--- config.mk ---
export PLATFORM = sky130hd
export DESIGN_NAME = vga_sync_gen_flat
export DESIGN_NICKNAME = d
export VERILOG_FILES = /design/src/rtl/vga_timing_pkg.sv /design/src/rtl/vga_sync_gen_if.sv /design/src/rtl/sync_delay_line.sv /design/src/rtl/vga_sync_gen.sv /design/src/flat_wrapper.sv
export SDC_FILE = /design/constraint.sdc
export NUM_CORES = 1
export LEC_CHECK = 0
export ABC_AREA = 1
export CAP_MARGIN = 5
export CORE_ASPECT_RATIO = 0.8
export CORE_MARGIN = 2
export CORE_UTILIZATION = 25
export CTS_CLUSTER_SIZE = 40
export DETAILED_ROUTE_END_ITERATION = 12
export PLACE_DENSITY = 0.46
export SLEW_MARGIN = 20
export SYNTH_ARGS = -nofsm -noshare
export SYNTH_HDL_FRONTEND = slang
export SYNTH_SLANG_ARGS = --single-unit
--- constraint.sdc ---
create_clock -name clk -period 5.25 [get_ports clk]
set_clock_uncertainty 0.05 [all_clocks]
set_input_delay 0.7875 -clock clk [delete_from_list [all_inputs] [get_ports clk]]
set_output_delay 0.7875 -clock clk [all_outputs]
set_load 0.05 [all_outputs]
--- src/rtl/vga_timing_pkg.sv ---
// Shared raster timing definitions for the sync generator and the overlay
// stages. Default constants describe 640x480@60 with an 800x525 total raster.
package vga_timing_pkg;

  localparam int COORD_W     = 10;
  localparam int COORD_LIMIT = 1 << COORD_W;
  localparam int FRAME_CNT_W = 8;

  localparam int DEF_H_DISPLAY = 640;
  localparam int DEF_H_FRONT   = 16;
  localparam int DEF_H_SYNC    = 96;
  localparam int DEF_H_BACK    = 48;
  localparam int DEF_V_DISPLAY = 480;
  localparam int DEF_V_FRONT   = 10;
  localparam int DEF_V_SYNC    = 2;
  localparam int DEF_V_BACK    = 33;

  // Negative-polarity syncs for the default mode.
  localparam bit DEF_SYNC_ACTIVE = 1'b0;

  localparam int DEF_PIPE_DELAY = 1;
  localparam int MIN_PIPE_DELAY = 1;
  localparam int MAX_PIPE_DELAY = 4;

  function automatic int span_total(input int a, input int b, input int c, input int d);
    return a + b + c + d;
  endfunction

  localparam int DEF_H_TOTAL = span_total(DEF_H_DISPLAY, DEF_H_FRONT, DEF_H_SYNC, DEF_H_BACK);
  localparam int DEF_V_TOTAL = span_total(DEF_V_DISPLAY, DEF_V_FRONT, DEF_V_SYNC, DEF_V_BACK);

  // Decode outputs that travel together through the alignment delay line.
  typedef struct packed {
    logic hsync;
    logic vsync;
    logic display_on;
  } sync_bundle_t;

  localparam int SYNC_BUNDLE_W = $bits(sync_bundle_t);

  // Inclusive window test on a raster coordinate.
  function automatic logic in_window(input logic [COORD_W-1:0] v,
                                     input logic [COORD_W-1:0] lo,
                                     input logic [COORD_W-1:0] hi);
    return (v >= lo) && (v <= hi);
  endfunction

  // Electrical sync level for a logical asserted/deasserted state.
  function automatic logic sync_level(input logic asserted, input logic polarity);
    return asserted ? polarity : ~polarity;
  endfunction

endpackage

--- src/rtl/vga_sync_gen_if.sv ---
// Raster bus between the sync generator and its consumers (overlay stages).
// The generator side owns everything except the pixel tick.
interface vga_sync_gen_if;
  import vga_timing_pkg::*;

  logic                   pix_en;
  logic [COORD_W-1:0]     x;
  logic [COORD_W-1:0]     y;
  logic                   display_on;
  logic                   hsync;
  logic                   vsync;
  logic                   hsync_d;
  logic                   vsync_d;
  logic                   display_on_d;
  logic                   line_start;
  logic                   frame_start;
  logic [FRAME_CNT_W-1:0] frame_count;

  modport master (
    input  pix_en,
    output x, y, display_on, hsync, vsync,
    output hsync_d, vsync_d, display_on_d,
    output line_start, frame_start, frame_count
  );

  modport slave (
    output pix_en,
    input  x, y, display_on, hsync, vsync,
    input  hsync_d, vsync_d, display_on_d,
    input  line_start, frame_start, frame_count
  );

endinterface

--- src/rtl/sync_delay_line.sv ---
// Fixed-depth shift register that re-times the sync/blanking bundle so it lines
// up with a downstream stage's registered output. Shifts on every clk, not on
// pixel ticks, because the downstream latency is counted in clk cycles.
module sync_delay_line #(
  parameter int               DEPTH     = 1,
  parameter int               WIDTH     = 3,
  parameter logic [WIDTH-1:0] RESET_VAL = '0
) (
  input  logic             clk,
  input  logic             reset,
  input  logic [WIDTH-1:0] i_d,
  output logic [WIDTH-1:0] o_q
);

  logic [WIDTH-1:0] r_stage [DEPTH];

  // Shift one stage per clk; reset loads the idle pattern into every stage.
  always_ff @(posedge clk or posedge reset) begin
    if (reset) begin
      for (int i = 0; i < DEPTH; i++) begin
        r_stage[i] <= RESET_VAL;
      end
    end else begin
      r_stage[0] <= i_d;
      for (int i = 1; i < DEPTH; i++) begin
        r_stage[i] <= r_stage[i-1];
      end
    end
  end

  assign o_q = r_stage[DEPTH-1];

endmodule

--- src/rtl/vga_sync_gen.sv ---
// Raster timing generator: x/y counters, sync/blanking decode that is
// registered alongside x/y, line/frame strobes, a frame counter, and a
// delayed copy of the decode outputs for the overlay pipeline.
module vga_sync_gen
  import vga_timing_pkg::*;
#(
  parameter int H_DISPLAY   = DEF_H_DISPLAY,
  parameter int H_FRONT     = DEF_H_FRONT,
  parameter int H_SYNC      = DEF_H_SYNC,
  parameter int H_BACK      = DEF_H_BACK,
  parameter int V_DISPLAY   = DEF_V_DISPLAY,
  parameter int V_FRONT     = DEF_V_FRONT,
  parameter int V_SYNC      = DEF_V_SYNC,
  parameter int V_BACK      = DEF_V_BACK,
  parameter bit SYNC_ACTIVE = DEF_SYNC_ACTIVE,
  parameter int PIPE_DELAY  = DEF_PIPE_DELAY
) (
  input logic            clk,
  input logic            reset,
  vga_sync_gen_if.master bus
);

  localparam int H_TOTAL = span_total(H_DISPLAY, H_FRONT, H_SYNC, H_BACK);
  localparam int V_TOTAL = span_total(V_DISPLAY, V_FRONT, V_SYNC, V_BACK);

  if (H_TOTAL > COORD_LIMIT || V_TOTAL > COORD_LIMIT) begin : g_bad_total
    $error("vga_sync_gen: H_TOTAL/V_TOTAL exceed the coordinate range");
  end
  if (PIPE_DELAY < MIN_PIPE_DELAY || PIPE_DELAY > MAX_PIPE_DELAY) begin : g_bad_delay
    $error("vga_sync_gen: PIPE_DELAY out of range");
  end

  localparam logic [COORD_W-1:0] H_LAST     = COORD_W'(H_TOTAL - 1);
  localparam logic [COORD_W-1:0] V_LAST     = COORD_W'(V_TOTAL - 1);
  localparam logic [COORD_W-1:0] H_VIS_END  = COORD_W'(H_DISPLAY);
  localparam logic [COORD_W-1:0] V_VIS_END  = COORD_W'(V_DISPLAY);
  localparam logic [COORD_W-1:0] H_SYNC_LO  = COORD_W'(H_DISPLAY + H_FRONT);
  localparam logic [COORD_W-1:0] H_SYNC_HI  = COORD_W'(H_DISPLAY + H_FRONT + H_SYNC - 1);
  localparam logic [COORD_W-1:0] V_SYNC_LO  = COORD_W'(V_DISPLAY + V_FRONT);
  localparam logic [COORD_W-1:0] V_SYNC_HI  = COORD_W'(V_DISPLAY + V_FRONT + V_SYNC - 1);

  localparam sync_bundle_t SYNC_IDLE = '{hsync: ~SYNC_ACTIVE, vsync: ~SYNC_ACTIVE, display_on: 1'b0};

  logic [COORD_W-1:0]     r_x;
  logic [COORD_W-1:0]     r_y;
  logic                   r_display_on;
  logic                   r_hsync;
  logic                   r_vsync;
  logic                   r_line_start;
  logic                   r_frame_start;
  logic [FRAME_CNT_W-1:0] r_frame_count;

  logic [COORD_W-1:0] w_x_next;
  logic [COORD_W-1:0] w_y_next;
  logic               w_display_on_next;
  logic               w_hsync_next;
  logic               w_vsync_next;
  logic               w_line_start;
  logic               w_frame_start;

  sync_bundle_t w_sync_now;
  sync_bundle_t w_sync_dly;

  // Next raster position: advance x on a tick, carry into y at end of line.
  always_comb begin
    w_x_next = r_x;
    w_y_next = r_y;
    if (bus.pix_en) begin
      if (r_x == H_LAST) begin
        w_x_next = '0;
        w_y_next = (r_y == V_LAST) ? '0 : r_y + COORD_W'(1);
      end else begin
        w_x_next = r_x + COORD_W'(1);
      end
    end
  end

  // Decode from the next position so the registered flags match registered x/y.
  always_comb begin
    w_display_on_next = (w_x_next < H_VIS_END) && (w_y_next < V_VIS_END);
    w_hsync_next      = sync_level(in_window(w_x_next, H_SYNC_LO, H_SYNC_HI), SYNC_ACTIVE);
    w_vsync_next      = sync_level(in_window(w_y_next, V_SYNC_LO, V_SYNC_HI), SYNC_ACTIVE);
    w_line_start      = bus.pix_en && (w_x_next == '0);
    w_frame_start     = w_line_start && (w_y_next == '0);
  end

  // Raster state; position and decode only move on pixel ticks, strobes
  // are cleared on every non-tick clk.
  always_ff @(posedge clk or posedge reset) begin
    if (reset) begin
      r_x           <= H_LAST;
      r_y           <= V_LAST;
      r_display_on  <= 1'b0;
      r_hsync       <= ~SYNC_ACTIVE;
      r_vsync       <= ~SYNC_ACTIVE;
      r_line_start  <= 1'b0;
      r_frame_start <= 1'b0;
      r_frame_count <= '0;
    end else begin
      r_line_start  <= w_line_start;
      r_frame_start <= w_frame_start;
      if (bus.pix_en) begin
        r_x          <= w_x_next;
        r_y          <= w_y_next;
        r_display_on <= w_display_on_next;
        r_hsync      <= w_hsync_next;
        r_vsync      <= w_vsync_next;
      end
      if (w_frame_start) begin
        r_frame_count <= r_frame_count + FRAME_CNT_W'(1);
      end
    end
  end

  assign w_sync_now = '{hsync: r_hsync, vsync: r_vsync, display_on: r_display_on};

  sync_delay_line #(
    .DEPTH     (PIPE_DELAY),
    .WIDTH     (SYNC_BUNDLE_W),
    .RESET_VAL (SYNC_IDLE)
  ) u_delay (
    .clk   (clk),
    .reset (reset),
    .i_d   (w_sync_now),
    .o_q   (w_sync_dly)
  );

  assign bus.x            = r_x;
  assign bus.y            = r_y;
  assign bus.display_on   = r_display_on;
  assign bus.hsync        = r_hsync;
  assign bus.vsync        = r_vsync;
  assign bus.line_start   = r_line_start;
  assign bus.frame_start  = r_frame_start;
  assign bus.frame_count  = r_frame_count;
  assign bus.hsync_d      = w_sync_dly.hsync;
  assign bus.vsync_d      = w_sync_dly.vsync;
  assign bus.display_on_d = w_sync_dly.display_on;

endmodule

--- src/flat_wrapper.sv ---
// flat-port wrapper written by rule: the top's interface ports become plain ports
module vga_sync_gen_flat import vga_timing_pkg::*;
#(
  parameter int H_DISPLAY   = DEF_H_DISPLAY,
  parameter int H_FRONT     = DEF_H_FRONT,
  parameter int H_SYNC      = DEF_H_SYNC,
  parameter int H_BACK      = DEF_H_BACK,
  parameter int V_DISPLAY   = DEF_V_DISPLAY,
  parameter int V_FRONT     = DEF_V_FRONT,
  parameter int V_SYNC      = DEF_V_SYNC,
  parameter int V_BACK      = DEF_V_BACK,
  parameter bit SYNC_ACTIVE = DEF_SYNC_ACTIVE,
  parameter int PIPE_DELAY  = DEF_PIPE_DELAY
)
  (clk, reset, bus_pix_en, bus_x, bus_y, bus_display_on, bus_hsync, bus_vsync, bus_hsync_d, bus_vsync_d, bus_display_on_d, bus_line_start, bus_frame_start, bus_frame_count);
  vga_sync_gen_if bus_i ();
  input logic clk;
  input logic reset;
  input wire logic [$bits(bus_i.pix_en)-1:0] bus_pix_en;
  output wire logic [$bits(bus_i.x)-1:0] bus_x;
  output wire logic [$bits(bus_i.y)-1:0] bus_y;
  output wire logic [$bits(bus_i.display_on)-1:0] bus_display_on;
  output wire logic [$bits(bus_i.hsync)-1:0] bus_hsync;
  output wire logic [$bits(bus_i.vsync)-1:0] bus_vsync;
  output wire logic [$bits(bus_i.hsync_d)-1:0] bus_hsync_d;
  output wire logic [$bits(bus_i.vsync_d)-1:0] bus_vsync_d;
  output wire logic [$bits(bus_i.display_on_d)-1:0] bus_display_on_d;
  output wire logic [$bits(bus_i.line_start)-1:0] bus_line_start;
  output wire logic [$bits(bus_i.frame_start)-1:0] bus_frame_start;
  output wire logic [$bits(bus_i.frame_count)-1:0] bus_frame_count;
  assign bus_i.pix_en = bus_pix_en;
  assign bus_x = bus_i.x;
  assign bus_y = bus_i.y;
  assign bus_display_on = bus_i.display_on;
  assign bus_hsync = bus_i.hsync;
  assign bus_vsync = bus_i.vsync;
  assign bus_hsync_d = bus_i.hsync_d;
  assign bus_vsync_d = bus_i.vsync_d;
  assign bus_display_on_d = bus_i.display_on_d;
  assign bus_line_start = bus_i.line_start;
  assign bus_frame_start = bus_i.frame_start;
  assign bus_frame_count = bus_i.frame_count;
  vga_sync_gen #(.H_DISPLAY(H_DISPLAY), .H_FRONT(H_FRONT), .H_SYNC(H_SYNC), .H_BACK(H_BACK), .V_DISPLAY(V_DISPLAY), .V_FRONT(V_FRONT), .V_SYNC(V_SYNC), .V_BACK(V_BACK), .SYNC_ACTIVE(SYNC_ACTIVE), .PIPE_DELAY(PIPE_DELAY)) u_core (.clk(clk), .reset(reset), .bus(bus_i));
endmodule
# --- After elaboration in Yosys (flattened, before gate mapping) ---
# Index checks and enable logic that the tools add are counted.
word_totals:
  reg_bits: 36
  inputBits: 3
  out_inout_bits: 36
  elab_cells: 34
classes:
  n_addsub: 3
  order_cmp: 6
  n_eq_ne: 2
  mux: 7
  reduce_logical: 7
ops:
  columns: ["operator", "n"]
  rows:
  - ["two-way mux 10 bit", 5]
  - ["adder 10 x 1 -> 10 bit (second input constant)", 2]
  - ["equality test 10 bit (second input constant)", 2]
  - ["logical NOT 10 bit", 2]
  - [">= comparator 10 bit (second input constant)", 1]
  - [">= comparator 10 x 9 -> 1 bit (second input constant)", 1]
  - ["less-or-equal comparator 10 bit (second input constant)", 1]
  - ["less-or-equal comparator 10 x 9 -> 1 bit (second input constant)", 1]
  - ["< comparator 10 bit (second input constant)", 1]
  - ["< comparator 10 x 9 -> 1 bit (second input constant)", 1]
  - ["adder 8 x 1 -> 8 bit (second input constant)", 1]
  - ["logical AND 1 bit", 5]
  - ["two-way mux 1 bit", 2]

# --- Depth between registers and ports, before layout ---
# Gate-level depths: netlist of run 1.
depth:
  depth_word: 7
  depth_mapped: 15
  depth_no_buf: 15

# --- Hierarchy ---
# A second synthesis of run 1 with hierarchy kept.
unflattened:
  cells_unflattened: 300
  hier_area_um2: 2303.5
modules_own_cells:
  columns: ["module", "instances", "cells_each", "area_per_inst_um2", "seq_area_each_um2"]
  rows:
  - ["vga_sync_gen", 1, 296, 2222.1, 840.8]
  - ["sync_delay_line", 1, 4, 81.3, 77.6]

# --- Least setup slack after synthesis of run 1 ---
# No wires, ideal clock.
synth_timing:
  kind: "reg-to-reg"
  start: "register u_core.r_x[1], in the netlist u_core.bus.x[1]"
  end: "register u_core.r_frame_count[4], in the netlist u_core.bus.frame_count[4]"
  setup_time_ns: 0.120
  arrival_ns: 2.121
  required_ns: 5.080
  setup_slack_ns: 2.959
  stages_incl_launch_ff: 15
  n_path_buf: 0
  period_less_slack_ns: 2.291
  cell_sequence: "dfstp_2 -> ha_1 -> nand2_2 -> nor2_1 -> nand4_1 -> clkinv_1 -> nand2_1 -> nand2_1 -> nand2_1 -> nand2_1 -> nand3_2 -> nor2_8 -> nand2_4 -> nand2_1 -> nand2_1"
synth_via:
  elab_chain_cells: 6
  elab_cells_between_ends: 10
  cone_classes: "1 x add/sub; 1 x eq/ne; 4 x mux; 4 x reduce/logical"
synth_rtl:
  columns: ["element", "line_no", "text"]
  rows:
  - ["start, declared", "vga_sync_gen.sv:44", "logic [COORD_W-1:0] r_x;"]
  - ["start signal, assigned", "vga_sync_gen.sv:103", "r_x <= w_x_next;"]
  - ["adder 10 x 1 -> 10 bit or equality test 10 bit (tied branches)", "vga_sync_gen.sv:73, vga_sync_gen.sv:69", null]
  - ["two-way mux 10 bit", "vga_sync_gen.sv:69", "if (r_x == H_LAST) begin"]
  - ["two-way mux 10 bit", "vga_sync_gen.sv:68", "if (bus.pix_en) begin"]
  - ["logical NOT 10 bit", "vga_sync_gen.sv:83", "w_line_start = bus.pix_en && (w_x_next == '0);"]
  - ["logical AND 1 bit", "vga_sync_gen.sv:83", null]
  - ["logical AND 1 bit (*)", "vga_sync_gen.sv:84", "w_frame_start = w_line_start && (w_y_next == '0);"]
  - ["end signal, assigned", "vga_sync_gen.sv:110", "r_frame_count <= r_frame_count + FRAME_CNT_W'(1);"]
  - ["end, declared", "vga_sync_gen.sv:51", "logic [FRAME_CNT_W-1:0] r_frame_count;"]
# Mark *: on every way between the ends. The rest lies on a longest branch, timed or not.
# A chain may end at the register's enable or synchronous reset.

# --- Final worst setup path of run 1 ---
layout_timing:
  start: "input port bus_pix_en"
  end: "register u_core.r_frame_count[0], in the netlist u_core.bus.frame_count[0]"
layout_via:
  elab_chain_cells: 4
  elab_cells_between_ends: 6
  cone_classes: "2 x mux; 4 x reduce/logical"
layout_rtl:
  columns: ["element", "line_no", "text"]
  rows:
  - ["start, declared", "flat_wrapper.sv:19", "input wire logic [$bits(bus_i.pix_en)-1:0] bus_pix_en;"]
  - ["two-way mux 10 bit", "vga_sync_gen.sv:68", null]
  - ["logical NOT 10 bit", "vga_sync_gen.sv:83", null]
  - ["logical AND 1 bit", "vga_sync_gen.sv:83", null]
  - ["logical AND 1 bit (*)", "vga_sync_gen.sv:84", null]
# Marks and branches as above.

==> impl_metrics.ini, run 1 <==
[die]
ioPinCount = 39
die_h_um = 90.9
initial_core_util_pct = 25.9
dieWidth_um = 113
num_rows = 31
core_region_area_um2 = 9110
die_area_um2 = 10200

[setup_path]
required_ns = 5.37
cpMostUsedCell = nand2_1
ff2ff_path_depth = 14
end_kind = register
startpoint_type = input pin
cp.arrival_ns = 3.40
critPathMaxStageDelay_ns = 0.96
crit_buf_inv = 3
cp_cell_sequence = clkdlybuf4s50_1 > inv_1 > nand2_1 > nand2_1 > clkinv_1 > nand2_1 > nor2_1 > nand3_1 > nor2_4 > nand2_4 > nand2_1 > nand2_1
cp_max_fo = 19
path_depth = 12
cp_top_family = buffers and inverters
path_class = input pin to register
cp_slowest_cell = clkdlybuf4s50_1

[clock_tree]
holdBufCountCts = 0
clk_path_buf_depth = 2
cts_buffers = 5
clock_latency_ns = 0.28
clkTransAtPathRegs_ns = 0.06
htree_levels = 2
cts_sinks = 36
post_cts_buffers = 0
cts_tree = done
cts_root_buf = clkbuf_16
cts_resized = 0

[finish]
layout-drive-gt1-share_pct = 17.2
area_growth_pct = 27.7
seqCellArea_um2 = 918
final_nets = 373
multi_input_area_um2 = 1230
fillers = 967
final_area_um2 = 3020
n_antenna_cell = 0

[placement]
portBuffers = 38
place_congestion = 0.797
dp_slack_ns = 1.60
postPlaceCellArea_um2 = 2870
dpl.hpwl_um = 4610

[sta]
slew_violations = 0
setup_slack_ns = 1.97
relSlewSlack_pct = 49.2
worstMarginPinSlew_ns = 0.760
final-setup-viol-count = 0
hold_viol = 0
min_period_ns = 3.28
tns_ns = 0
grt_setup_unrepaired = no
fin_crit_sh_pct = 62.4
max_freq_mhz = 305

[yosys]
ys_ff_latch = 36
synth_area_leaders = dfrtp_1 (23%), nand2_1 (17%), dfstp_2 (16%)
synth_top_cell_area_share_pct = 23.3
avgSynthCellArea_um2 = 7.29
synth.top_cells.by_count = nand2_1 (108), inv_1 (46), nand3_1 (28), nor2_1 (28), dfrtp_1 (22)
ys.flop_type = dfrtp_1
async_flop_share_pct = 100
syn_nets = 331
yosysMostFrequentCell = nand2_1
yosysUniqueCellTypes = 29
ys_seq_area_share_pct = 38.9
yosysWarnings = 0
yosys.area.top_type = dfrtp_1
netlist_area_um2 = 2360
syn_inst = 324
synth-edff-count = 0

[grt]
grt_overflow = 0
grt_pass1_vias = 2059
track_usage_pct = 12.6
grt_pass1_wl_um = 10600
antenna_found_initial = 0
grt_max_degree = 37

[drt]
routed_wl_um = 6090
vias = 2114
vias_per_cell = 4.39
drc = 0
first_pass_iters = 4
ant_nets = 0
routedWlPerCell_um = 12.6
drt_iter0_drc = 78

[hold_path]
holdPathStages = 0
holdCritPathClass = register to register

[run_status]
status = completed

[power]
p_leak_uw = 0.00152
worst_ir_drop_vdd_v = 0.000257
power_density_nw_per_um2 = 419

[flow_run]
maxCapViolCount = 0
## routing by layer
| layer | vias up | wire, um | global-route usage (%) |
|---|---|---|---|
| li1 | 1080 | - | - |
| met1 | 984 | 3360 | 19.5 |
| met2 | 43 | 2450 | 18.0 |
| met3 | 7 | 242 | 2.60 |
| met4 | 0 | 40 | 2.54 |
| met5 | - | 0 | 0 |
## power breakdown
part	internal, uW	leakage (uW)	switching [uW]
Combinational	167	0.00103	371
Clock	175	0.0000736	122
Sequential	348	0.000420	80.3
## logic make-up (layout without fill, tap and decap cells)
logic type | Yosys count | after routing | synth area share [%]
and+or+nand+nor | 212 | 212 | 45.1
DFF | 36 | 36 | 38.9
adders and majority gates | 4 | 4 | 2.12
xor gates and xnor gates | 7 | 7 | 2.60
AOI/OAI and AO/OA | 10 | 10 | 2.33
buffers and inverters | 55 | 98 | 9.00
## path summary, 6_finish.rpt
| check | slack (ns) | start | end |
|---|---|---|---|
| hold reg to reg | 0.33 | u_core.bus.hsync | u_core.u_delay.o_q[2] |
| setup reg to reg | 2.83 | u_core.bus.x[0] | u_core.bus.frame_count[0] |
| max in group asynchronous | 3.90 | reset | u_core.bus.y[2] |
| min in group asynchronous | 0.87 | reset | u_core.bus.frame_count[7] |
| setup / recovery | 1.97 | bus_pix_en | u_core.bus.frame_count[0] |
| hold / removal | 0.33 | u_core.bus.hsync | u_core.u_delay.o_q[2] |
## stage by stage
stage	hold WS [ns]	power, uW	utilization (%)	instances
6_report	0.329	1260	33.1	482
3_5_place_dp	0.318	973	31.5	474
3_3_place_gp	0.325	976	31.5	474
5_1_grt	0.335	1340	33.1	482
4_1_cts	0.330	1280	33.1	482
2_1_floorplan	0.426	811	-	324
## state kept, by name, summed over array words and instances (netlist names)
register / count
u_core.u_delay.o_q: 3
u_core.bus.display_on: 1
u_core.bus.frame_count: 8
u_core.bus.hsync: 1
u_core.bus.vsync: 1
u_core.bus.line_start: 1
u_core.bus.x: 10
u_core.bus.frame_start: 1
u_core.bus.y: 10
## area by class of cell
cell class,instances,share of cell area [%]
Tap cell,115,4.77
Inverter,51,6.35
Clock buffer,5,4.15
Clock inverter,3,0.622
Sequential cell,36,30.4
Timing Repair Buffer,39,12.9
Multi-Input combinational cell,233,40.8
## worst register-to-register path, cell delays in order (launching register included)
cell and delay (ns):
dfstp_2 0.56, ha_1 0.22, nand2_2 0.12, nor2_1 0.11
nand4_1 0.23, clkinv_1 0.15, nand2_1 0.06, nand2_1 0.08
nand2_1 0.06, nand2_1 0.12, nand3_2 0.13, nor2_8 0.21
nand2_4 0.11, nand2_1 0.07, nand2_1 0.05
## layout by cell type, fill, tap and decap left out
cell type | synthesis | layout
nand2_1 | 108 | 108
inv_1 | 46 | 46
clkdlybuf4s50_1 | 0 | 38
nor2_1 | 28 | 28
nand3_1 | 28 | 28
dfrtp_1 | 22 | 22
dfstp_2 | 14 | 14
nand2_2 | 10 | 10
nand3_2 | 9 | 9
nand4_1 | 8 | 8
o21ai_0 | 7 | 7
nor2_2 | 6 | 6
nor2_4 | 6 | 6
clkbuf_16 | 0 | 5
xor2_1 | 4 | 4
ha_1 | 4 | 4
inv_2 | 3 | 3
xnor2_1 | 3 | 3
nand2_4 | 2 | 2
nor2_8 | 2 | 2
clkinv_1 | 2 | 2
nor3_1 | 2 | 2
clkinv_2 | 0 | 2
nand3_4 | 1 | 1
o21bai_1 | 1 | 1
a21oi_1 | 1 | 1
a21o_1 | 1 | 1
nor3_2 | 1 | 1
and2_1 | 1 | 1
clkinv_4 | 0 | 1
buf_4 | 1 | 1
Note: power is estimated with default switching activity, not from simulation.
==> run 2, diff against run 1 <==
- PLACE_DENSITY: 0.46 -> 0.47
- clock period: 5.25 -> 3 ns (I/O delays scaled with it)
==> run 2 against run 1 <==
- clock power increased by 80%
- non-clock buffer count increased by 2
- routed wire length increased by 2.1%
- critical path depth increased by 2
- first-iteration DRC count increased by 53%
- power increased by 77%
- combinational power increased by 75%
==> impl_metrics.ini, run 2 (synthesized netlist as in run 1, its figures left out) <==
[run_status]
status = completed

[placement]
dpl.hpwl_um = 4640
post-place-cells = 476
place_congestion = 0.811
portBuffers = 38

[grt]
grt_overflow = 0
grt_pass1_wl_um = 10900
grt_max_degree = 37
antenna_found_initial = 0
track_usage_pct = 13.2
gr-usage-met3_pct = 2.54
grt_pass1_vias = 2096
met1_usage_pct = 20.4
busiest_layer = met1
met2_usage_pct = 18.3

[die]
core_region_area_um2 = 9110
ioPinCount = 39
dieWidth_um = 113
num_rows = 31
initial_core_util_pct = 25.9
die_h_um = 90.9
die_area_um2 = 10200

[setup_path]
cp.arrival_ns = 2.59
r2r_slack_ns = 0.54
cp_max_fo = 10
reg2reg_from = u_core.bus.x[1]
path_class = register to register
ff2ff_path_depth = 14
critPathMaxStageDelay_ns = 0.56
startpoint_type = register
end_kind = register
cpMostUsedCell = nand2_1
r2r-end = u_core.bus.frame_count[5]
required_ns = 3.13
cp_slowest_cell = dfstp_2
cp_cell_sequence = ha_1 > nand2_2 > nor2_1 > nand4_1 > clkinv_1 > nand2_1 > nand2_1 > nand2_1 > nand2_1 > nand3_2 > nor2_8 > nand2_4 > nand2_1 > nand2_1

[drt]
drc = 0
routedWlPerCell_um = 12.8
ant_nets = 0
first_pass_iters = 4
routed_wl_um = 6220
drt_iter0_drc = 119
vias = 2121
vias_per_cell = 4.38

[finish]
final_cells = 484
final_cell_mix = nand2_1 (108), inv_1 (46), clkdlybuf4s50_1 (38), nor2_1 (28), nand3_1 (28)
layout-drive-gt1-share_pct = 17.6
mostFrequentLayoutCell = nand2_1
n_antenna_cell = 0
area_growth_pct = 28.5
final_nets = 375

[clock_tree]
cts_tree = done
cts_resized = 0
htree_levels = 2
holdBufCountCts = 0
post_cts_buffers = 0
cts_root_buf = clkbuf_16
cts_sinks = 36
clkTransAtPathRegs_ns = 0.06
clk_path_buf_depth = 2
clock_latency_ns = 0.28
cts_buffers = 5

[power]
p_leak_uw = 0.00154
worst_ir_drop_vdd_v = 0.000495
power_density_nw_per_um2 = 734

[sta]
grt_setup_unrepaired = no
max_freq_mhz = 407
fin_crit_sh_pct = 81.9
relSlewSlack_pct = 65.5
final-setup-viol-count = 0
tns_ns = 0
min_period_ns = 2.46
hold_viol = 0
slew_violations = 0
worstMarginPinSlew_ns = 0.515

[hold_path]
holdPathStages = 0
holdCritPathClass = register to register
hp-start = u_core.bus.vsync
holdPathEnd = u_core.u_delay.o_q[1]

[flow_run]
maxCapViolCount = 0
-- run 2: metal layers --
layer | up-vias | wire, um
met5 | - | 0
met4 | 0 | 65
met3 | 7 | 255
met2 | 43 | 2520
met1 | 987 | 3380
li1 | 1084 | -
-- run 2: worst max path at each step --
stage / start / to / slack [ns] / cells past startpoint
after floorplan: u_core.bus.x[1] / u_core.bus.frame_count[4] / 0.71 / 14
after global placement: bus_pix_en / u_core.bus.frame_count[4] / 0.43 / 14
after detailed placement: bus_pix_en / u_core.bus.frame_count[5] / 0.38 / 14
after CTS: u_core.bus.x[1] / u_core.bus.frame_count[5] / 0.52 / 14
after global routing: u_core.bus.x[1] / u_core.bus.frame_count[5] / 0.24 / 14
final: u_core.bus.x[1] / u_core.bus.frame_count[5] / 0.54 / 14
-- run 2: worst max-delay path, delay by kind of cell, from the launching register on --
kind | cells | cell delay [ns]
buf+inv | 1 | 0.16
fa+ha+maj | 1 | 0.23
flops | 1 | 0.56
simple gates | 12 | 1.34
-- run 2: power breakdown --
group          leakage [uW]  switching (uW)  internal (uW)  total [uW]
registers          0.000420             141            609         750
clock network     0.0000766             209            327         536
logic               0.00104             650            294         944
total               0.00154            1000           1230        2230
-- run 2: layout make-up --
class,instances,area [um^2]
clock inverters,2,10.0
inverters,51,191
repair buffers,41,403
multi-input cells,233,1230
flip-flops and latches,36,918
fillers,963,6080
clock buffers,6,139
well taps,115,144
-- run 2: stage by stage --
stage / area (um^2) / power [uW] / setup slack, ns / hold slack (ns) / utilization, %
3_5_place_dp: 2890 / 1700 / 0.376 / 0.319 / 31.7
2_1_floorplan: 2360 / 1420 / 0.709 / 0.426 / -
5_1_grt: 3040 / 2370 / 0.239 / 0.332 / 33.3
4_1_cts: 3040 / 2250 / 0.518 / 0.327 / 33.3
6_report: 3040 / 2230 / 0.542 / 0.325 / 33.3
3_3_place_gp: 2890 / 1710 / 0.430 / 0.319 / 31.7
